`src/rtl/pid_core.sv`:
```
// Fixed-point PID stage: P, I and D terms share one multiply-accumulate, sequenced by an FSM.
// Optional build macro PID_ANTIWINDUP_EN freezes the integrator while the output is clamped in the same direction.
//
// state   | meaning
// IDLE    | ready, waiting for a sample
// ERR     | form error e and derivative d
// MUL_P   | acc = kp*e
// MUL_I   | update integrator, acc += ki*integ
// MUL_D   | acc += kd*d, clamp and publish ctrl_out with strobe
// OUT     | strobe cycle, return to IDLE
module pid_core #(
  parameter int DATA_W    = 16,
  parameter int GAIN_W    = 16,
  parameter int FRAC_BITS = 8,
  parameter int INT_W     = 32,
  parameter int OUT_W     = 16
) (
  input  logic                     clk_in,
  input  logic                     reset,
  input  logic signed [GAIN_W-1:0] kp,
  input  logic signed [GAIN_W-1:0] ki,
  input  logic signed [GAIN_W-1:0] kd,
  input  logic signed [DATA_W-1:0] setpoint,
  input  logic signed [DATA_W-1:0] meas,
  input  logic                     meas_valid,
  output logic                     ready,
  input  logic                     clear,
  output logic signed [OUT_W-1:0]  ctrl_out,
  output logic                     out_valid,
  output logic                     sat
);

  localparam int E_W   = DATA_W + 1;
  localparam int D_W   = DATA_W + 2;
  localparam int ACC_W = GAIN_W + INT_W + 2;

  localparam logic signed [ACC_W-1:0] Y_MAX   = ACC_W'(2 ** (OUT_W - 1) - 1);
  localparam logic signed [ACC_W-1:0] Y_MIN   = ~Y_MAX;
  localparam logic signed [OUT_W-1:0] OUT_MAX = {1'b0, {(OUT_W-1){1'b1}}};
  localparam logic signed [OUT_W-1:0] OUT_MIN = ~OUT_MAX;
  localparam logic signed [INT_W-1:0] INT_MAX = {1'b0, {(INT_W-1){1'b1}}};
  localparam logic signed [INT_W-1:0] INT_MIN = ~INT_MAX;

  typedef enum logic [2:0] {S_IDLE, S_ERR, S_MUL_P, S_MUL_I, S_MUL_D, S_OUT} state_t;

  state_t                   state;
  logic signed [DATA_W-1:0] sp_q, meas_q;
  logic signed [GAIN_W-1:0] kp_q, ki_q, kd_q;
  logic signed [E_W-1:0]    e, e_prev;
  logic signed [D_W-1:0]    d;
  logic signed [INT_W-1:0]  integ;
  logic signed [ACC_W-1:0]  acc;
`ifdef PID_ANTIWINDUP_EN
  logic                     sat_pos;
`endif

  logic signed [E_W-1:0]    e_calc;
  logic signed [INT_W:0]    integ_sum;
  logic signed [INT_W-1:0]  integ_upd, integ_new;
  logic signed [ACC_W-1:0]  prod_p, prod_i, acc_fin, y;
  logic signed [OUT_W-1:0]  ctrl_nx;
  logic                     sat_nx, sat_hi_nx;

  always_comb begin
    e_calc    = E_W'(sp_q) - E_W'(meas_q);
    integ_sum = (INT_W+1)'(integ) + (INT_W+1)'(e);
    // one extra bit exposes overflow; clamp toward the sign of the true sum
    if (integ_sum[INT_W] != integ_sum[INT_W-1])
      integ_upd = integ_sum[INT_W] ? INT_MIN : INT_MAX;
    else
      integ_upd = integ_sum[INT_W-1:0];
`ifdef PID_ANTIWINDUP_EN
    if (sat && (e != '0) && (e[E_W-1] == ~sat_pos))
      integ_new = integ;
    else
      integ_new = integ_upd;
`else
    integ_new = integ_upd;
`endif
    prod_p  = ACC_W'(kp_q) * ACC_W'(e);
    prod_i  = ACC_W'(ki_q) * ACC_W'(integ_new);
    acc_fin = acc + ACC_W'(kd_q) * ACC_W'(d);
    y       = acc_fin >>> FRAC_BITS;
    sat_hi_nx = 1'b0;
    if (y > Y_MAX) begin
      ctrl_nx   = OUT_MAX;
      sat_nx    = 1'b1;
      sat_hi_nx = 1'b1;
    end else if (y < Y_MIN) begin
      ctrl_nx = OUT_MIN;
      sat_nx  = 1'b1;
    end else begin
      ctrl_nx = y[OUT_W-1:0];
      sat_nx  = 1'b0;
    end
  end

  always_ff @(posedge clk_in or posedge reset) begin
    if (reset) begin
      state     <= S_IDLE;
      ready     <= 1'b1;
      ctrl_out  <= '0;
      out_valid <= 1'b0;
      sat       <= 1'b0;
      sp_q      <= '0;
      meas_q    <= '0;
      kp_q      <= '0;
      ki_q      <= '0;
      kd_q      <= '0;
      e         <= '0;
      e_prev    <= '0;
      d         <= '0;
      integ     <= '0;
      acc       <= '0;
`ifdef PID_ANTIWINDUP_EN
      sat_pos   <= 1'b0;
`endif
    end else begin
      out_valid <= 1'b0;
      if (clear) begin
        integ  <= '0;
        e_prev <= '0;
        state  <= S_IDLE;
        ready  <= 1'b1;
      end else begin
        case (state)
          S_IDLE: if (meas_valid) begin
            sp_q   <= setpoint;
            meas_q <= meas;
            kp_q   <= kp;
            ki_q   <= ki;
            kd_q   <= kd;
            ready  <= 1'b0;
            state  <= S_ERR;
          end
          S_ERR: begin
            e     <= e_calc;
            d     <= D_W'(e_calc) - D_W'(e_prev);
            state <= S_MUL_P;
          end
          S_MUL_P: begin
            acc   <= prod_p;
            state <= S_MUL_I;
          end
          S_MUL_I: begin
            integ <= integ_new;
            acc   <= acc + prod_i;
            state <= S_MUL_D;
          end
          // publish here so ctrl_out is valid during the strobe cycle
          S_MUL_D: begin
            acc       <= acc_fin;
            ctrl_out  <= ctrl_nx;
            sat       <= sat_nx;
`ifdef PID_ANTIWINDUP_EN
            sat_pos   <= sat_hi_nx;
`endif
            e_prev    <= e;
            out_valid <= 1'b1;
            state     <= S_OUT;
          end
          S_OUT: begin
            ready <= 1'b1;
            state <= S_IDLE;
          end
          default: begin
            ready <= 1'b1;
            state <= S_IDLE;
          end
        endcase
      end
    end
  end

endmodule

```
`config.mk`:
```
export PLATFORM = sky130hd
export DESIGN_NAME = pid_core
export DESIGN_NICKNAME = d
export VERILOG_FILES = /design/src/rtl/pid_core.sv
export SDC_FILE = /design/constraint.sdc
export NUM_CORES = 2
export LEC_CHECK = 0
export ABC_AREA = 1
export CORE_MARGIN = 1
export CORE_UTILIZATION = 40
export CTS_BUF_LIST = sky130_fd_sc_hd__clkbuf_4 sky130_fd_sc_hd__clkbuf_8
export DETAILED_ROUTE_END_ITERATION = 10
export GPL_ROUTABILITY_DRIVEN = 0
export PLACE_DENSITY = 0.55
export SLEW_MARGIN = 40
export SYNTH_ARGS = -nofsm -noshare
export SYNTH_HDL_FRONTEND = slang
export SYNTH_SLANG_ARGS = --single-unit
```
`constraint.sdc`:
```
create_clock -name clk_in -period 10.6 [get_ports clk_in]
set_input_delay 2.12 -clock clk_in [delete_from_list [all_inputs] [get_ports clk_in]]
set_output_delay 2.12 -clock clk_in [all_outputs]
set_load 0.05 [all_outputs]
```
# Yosys cells after proc, flatten, opt, wreduce, memory -nomap -nowiden
# Cells that the tools add are included.
# W data, S select, Z words.
# word_totals
out_inout_bits	19
inputBits	84
regBits	236
wordCells	62
# classes
mul	3
eq_ne	7
magnitude_cmp	2
n_bitwise	1
reduce_logical	10
addsub	5
n_mux	19
# op_table
operator	count
$pmux W50 S3	1
$mux W32	4
$add A50 B34 Y50	1
$add A50 B48 Y50	1
$mul A16 B32 Y48	1
$gt A42 B16 Y1 const B	1
$lt A42 B16 Y1 const B	1
$mul A16 B18 Y34	1
$mux W17	2
$add A32 B17 Y33	1
$mul A16 B17 Y33	1
$mux W16	2
$sub A17 B17 Y18	1
$sub A16 B16 Y17	1
$pmux W3 S5	1
$reduce_and A2 Y1	4
$eq A3 B2 Y1 const B	2
$mux W1	6
$mux W3	2
$reduce_bool A2 Y1	2
$reduce_or A4 Y1	1
$eq A3 B1 Y1 const B	1
$eq A3 B3 Y1 const B	1
$logic_not A3 Y1	1
7 further kinds	7

# Longest topological paths before layout
# depth
word_depth	6
ltp_mapped	49
depth_no_buf	47

# Worst setup path after synthesis
# Ideal clock, no wire load.
# synth_path
path_type	register to register
startpoint	register e[13]
endpoint	register acc[36]
setup_time_ps	117
setup_slack_ps	2474
stages_incl_launch_ff	43
synth_period_minus_slack_ps	8126
arrival_time_ps	8008
required_time_ps	10483
cell_sequence	dfrtp_1 ha_1 nand2_1 nor2_1 inv_1 nor3_1 a21oi_1 o21ai_0 a21o_1 nand3_1 nand3_1 xor2_1 inv_1 ha_1 clkinv_1 clkbuf_1 nand3_1 nand2_4 (+7 left out) fa_1 inv_1 fa_1 inv_1 ha_1 a21oi_1 inv_1 a31oi_1 nand2_1 a21oi_1 nor2_1 nor2_1 o21ai_0 or2_2 nand2_1 nand3_1 nand2_1 nand2_1
# synth_via
elab_chain_cells	6
word_cells_on_any_way	8
cone_classes	2 x add/sub; 2 x mul; 1 x eq/ne; 3 x mux
# synth_lines
item	line	source
start: declaration	49	logic signed [E_W-1:0] e, e_prev;
start signal: assignment	137	e <= e_calc;
$add A32 B17 Y33	66	integ_sum = (INT_W+1)'(integ) + (INT_W+1)'(e);
$mux W32 / $ne A1 B1 Y1 (equally long branches)	69, 68	
$mux W32	68	if (integ_sum[INT_W] != integ_sum[INT_W-1])
$mul A16 B32 Y48	81	prod_i = ACC_W'(ki_q) * ACC_W'(integ_new);
$add A50 B48 Y50	147	acc <= acc + prod_i;
$pmux W50 S3 *	126	case (state)
end signal: assignment	142	acc <= prod_p;
end signal: assignment	147	
end signal: assignment	152	acc <= acc_fin;
end: declaration	52	logic signed [ACC_W-1:0] acc;
# Mark *: on every way between the ends. The rest lies on a longest branch, timed or not.
# A chain may end at the register's enable or synchronous reset.

# Final worst setup path
# layout_path
startpoint	register e[4]
endpoint	register acc[43]
# Same word-level chain as after synthesis.

==> summary.md <==
| Metric | Value |
|---|---|
| Crit end category | flip-flop |
| Final #Nets | 9403 |
| Worst R2R End | acc[43]$_DFFE_PP0P_ |
| Drt drc | 0 |
| Num CTS Buffers | 49 |
| Hold-fix buffers, CTS | 0 |
| Worst reg2reg setup slack | 0.68 ns |
| Syn Inst Count | 7660 |
| CTS resizes | 0 |
| Number of DRC markers in iteration 0 | 4032 |
| Multi-input logic area | 0.0453 mm² |
| IO Port Bufs | 102 |
| Max-slew headroom at the worst pin | 36.5% |
| Hold slack | around 0.49 ns |
| Routed wire length | 200000 µm |
| #FFs+latches synth | around 240 |
| CP Launch Type | flip-flop |
| Clk pin slew, worst setup/hold paths | approximately 0.060 ns |
| Worst Skew | 0.0769 ns |
| Period utilisation layout | 93.5% |
| Hold path start | sp_q[4]$_DFFE_PP0P_ |
| Wire per inst | 20.8 µm |
| Detail Route Antenna Nets | 0 |
| Count leader, synth | inv_1 |
| # Post-CTS Setup Buffers | 0 |
| RSZ-0062 raised after global routing | no |
| FF-to-FF Start | e[4]$_DFFE_PP0P_ |
| Initial antenna violation count | 4 |
| Vias in the first global route | 51850 |
| Worst Tran Pin Value | 0.949 ns |
| Worst Reg2Reg Path Length in Cells | 40 |
| Clock buffer depth | 3 |
| Period minus WS final | 9.92 ns |
| Post-synth top area cell | fa_1 |
| CTS sink cnt | 236 |
| Hold path depth | 2 |
| Seq/Total Area, Yosys | 9.88% |
| First-pass GRT wire length | 314000 µm |
| CP max-delay cell | fa_1 |
| Status | finished, final reports clean |
| Pre-CTS setup slack | 0.942 ns |
| Post-synth EDFFs | 0 |
| Final Util | 43.4% |
| CTS tree | built |
| F_max | ~100 MHz |
| Most used cell, CP | inv_1 |
| Share of cells above drive strength 1 | 5.15% |
| Initial Util | 40.4% |
| Post-synth top cells | inv_1 (1947), nand2_1 (1899), fa_1 (1216) |
| DR vias/cell | 5.10 |
| HPWL after DPL | about 170000 µm |
| Std-Cell Rows | about 140 |
| CP arrival | between 10 and 15 ns |
| Final Max Tran Viols | 0 |
| DRT Pass-1 Iters | 5 |
| Ys async rst share | 100% |
| Synth Net Count | 9380 |
| Die X | 389 µm |
| WS Path Type | flip-flop to flip-flop |
| WP data required | around 11 ns |
| Global-route usage over all layers | 27.5% |
| FF/Latch Area | approximately 0.0059 mm² |
| # fillers | 15113 |
| Chip Height | 389 µm |
| # Max-Cap Violations | 0 |
| Core Area | around 0.15 mm² |
| Predominant post-synthesis flop cell | dfrtp_1 |
| Io pins | 103 |
| Via Count | 49227 |
| CTS HTree Levels | 2 |
| Hold endpoint | sp_q[4]$_DFFE_PP0P_ |
| Syn Std Cell Area | 0.0598 mm² |
| Top-area cell type share of the netlist area | between 40% and 50% |
| Largest cells by area after synthesis | fa_1 (41%), inv_1 (12%), nand2_1 (12%) |
| Critical Path Max Stage Delay | 0.56 ns |
| Final WS setup | 0.685 ns |
| Final setup fails | 0 |
| GR Overflow Total | 0 |
| Yosys cell types | 54 |
| DIE AREA | 0.151 mm² |
| Area growth syn-to-layout | 7.58% |
| Worst Path Buf+Inv | 9 |
| Critical path's top delay family | adder cells |
| Root Driver | clkbuf_8 |
| Synth Area per Inst | roughly 8 µm² |
| Largest net degree at the start of global routing | 82 |
| Hold Crit Class | flip-flop to flip-flop |
| Fin. Hold Viols | 0 |
| Crit-path max FO | 19 |
| Setup_tns | 0 ns |
| Yosys Warn Count | 0 |
| Latest clock arrival within the worst-skew pair | ~0.77 ns |
[metrics by stage]
step,instance area [µm²],cells
final,64300,9651
after global routing,64300,9648
after CTS,64300,9646
after detailed placement,63200,9562
after global placement,63200,9560
after floorplan,59800,7660
[layout by cell type, fill, tap and decap left out, drive strengths merged, types with 5 or more instances in the layout]
cell	count
inv	1966
nand2	1943
fa	1216
nor2	584
ha	420
o21ai	273
a21oi	247
dfrtp	235
nand3	152
buf	141
clkdlybuf4s50	102
clkbuf	71
xor2	50
or2	41
nand4	35
xnor2	35
a41oi	31
nor3	28
a31oi	27
o22ai	15
o21bai	13
a21o	13
nor4	13
clkinv	13
o211ai	9
a221oi	7
a21boi	7
diode	5
[kinds of logic (layout without fill, tap and decap cells)]
family,after synthesis,after routing,share of synthesized area (%)
flip-flops,236,236,9.88
XOR/XNOR,85,85,1.26
AND/OR/NAND/NOR,2804,2804,18.9
buffers and inverters,2241,2297,14.3
other,0,5,0
adder cells (fa/ha/maj),1636,1636,49.5
AO/OA/AOI/OAI,658,658,6.15
[layout make-up]
cell class	count	share of cell area [%]
inverter	1970	11.5
clock inverter	13	0.267
tap	1930	3.76
antenna	5	0.0195
timing repair buffer	243	3.35
clock buffer	71	1.37
multi-input combinational	5183	70.5
sequential	236	9.21
[flip-flops by register name, indices dropped and copies added, names as in the netlist, 16 cells and up]
| signal | cells |
|---|---|
| e | 17 |
| d | 18 |
| ki_q | 16 |
| e_prev | 17 |
| integ | 32 |
| kd_q | 16 |
| meas_q | 16 |
| sp_q | 16 |
| kp_q | 16 |
| acc | 50 |
| ctrl_out | 16 |
[worst register-to-register path: cells and delay by family (launching register included)]
family / cells / cell delay [ns]
compound gates: 10 / 2.51
buf+inv: 9 / 1.09
fa+ha+maj: 9 / 4.16
flops: 1 / 0.48
xor+xnor: 1 / 0.19
simple gates: 11 / 1.37
[worst max-delay path by stage]
stage | from | to | slack (ns) | depth (start not counted)
after floorplan | reset | acc[0]$_DFFE_PP0P_ | 2.01 | 1
after global placement | e[4]$_DFFE_PP0P_ | acc[43]$_DFFE_PP0P_ | 0.88 | 40
after detailed placement | e[4]$_DFFE_PP0P_ | acc[43]$_DFFE_PP0P_ | 0.94 | 40
after CTS | e[4]$_DFFE_PP0P_ | acc[43]$_DFFE_PP0P_ | 0.87 | 40
after global routing | e[13]$_DFFE_PP0P_ | acc[43]$_DFFE_PP0P_ | 0.25 | 42
final | e[4]$_DFFE_PP0P_ | acc[43]$_DFFE_PP0P_ | 0.68 | 40
[routing by layer]
metal  share of wire [%]  wire length (µm)  GRT usage, %  vias to the layer above
li1                    -                 -             -                    22446
met1                  44             87600          38.5                    24617
met2                  42             84900          40.8                     1862
met3                  10             20100          7.45                      298
met4                 3.7              7510          8.88                        4
met5               0.071               143         0.670                        -
Power is not shown: default switching activity piles up to over one toggle a cycle in this logic, so the estimate is an artifact.
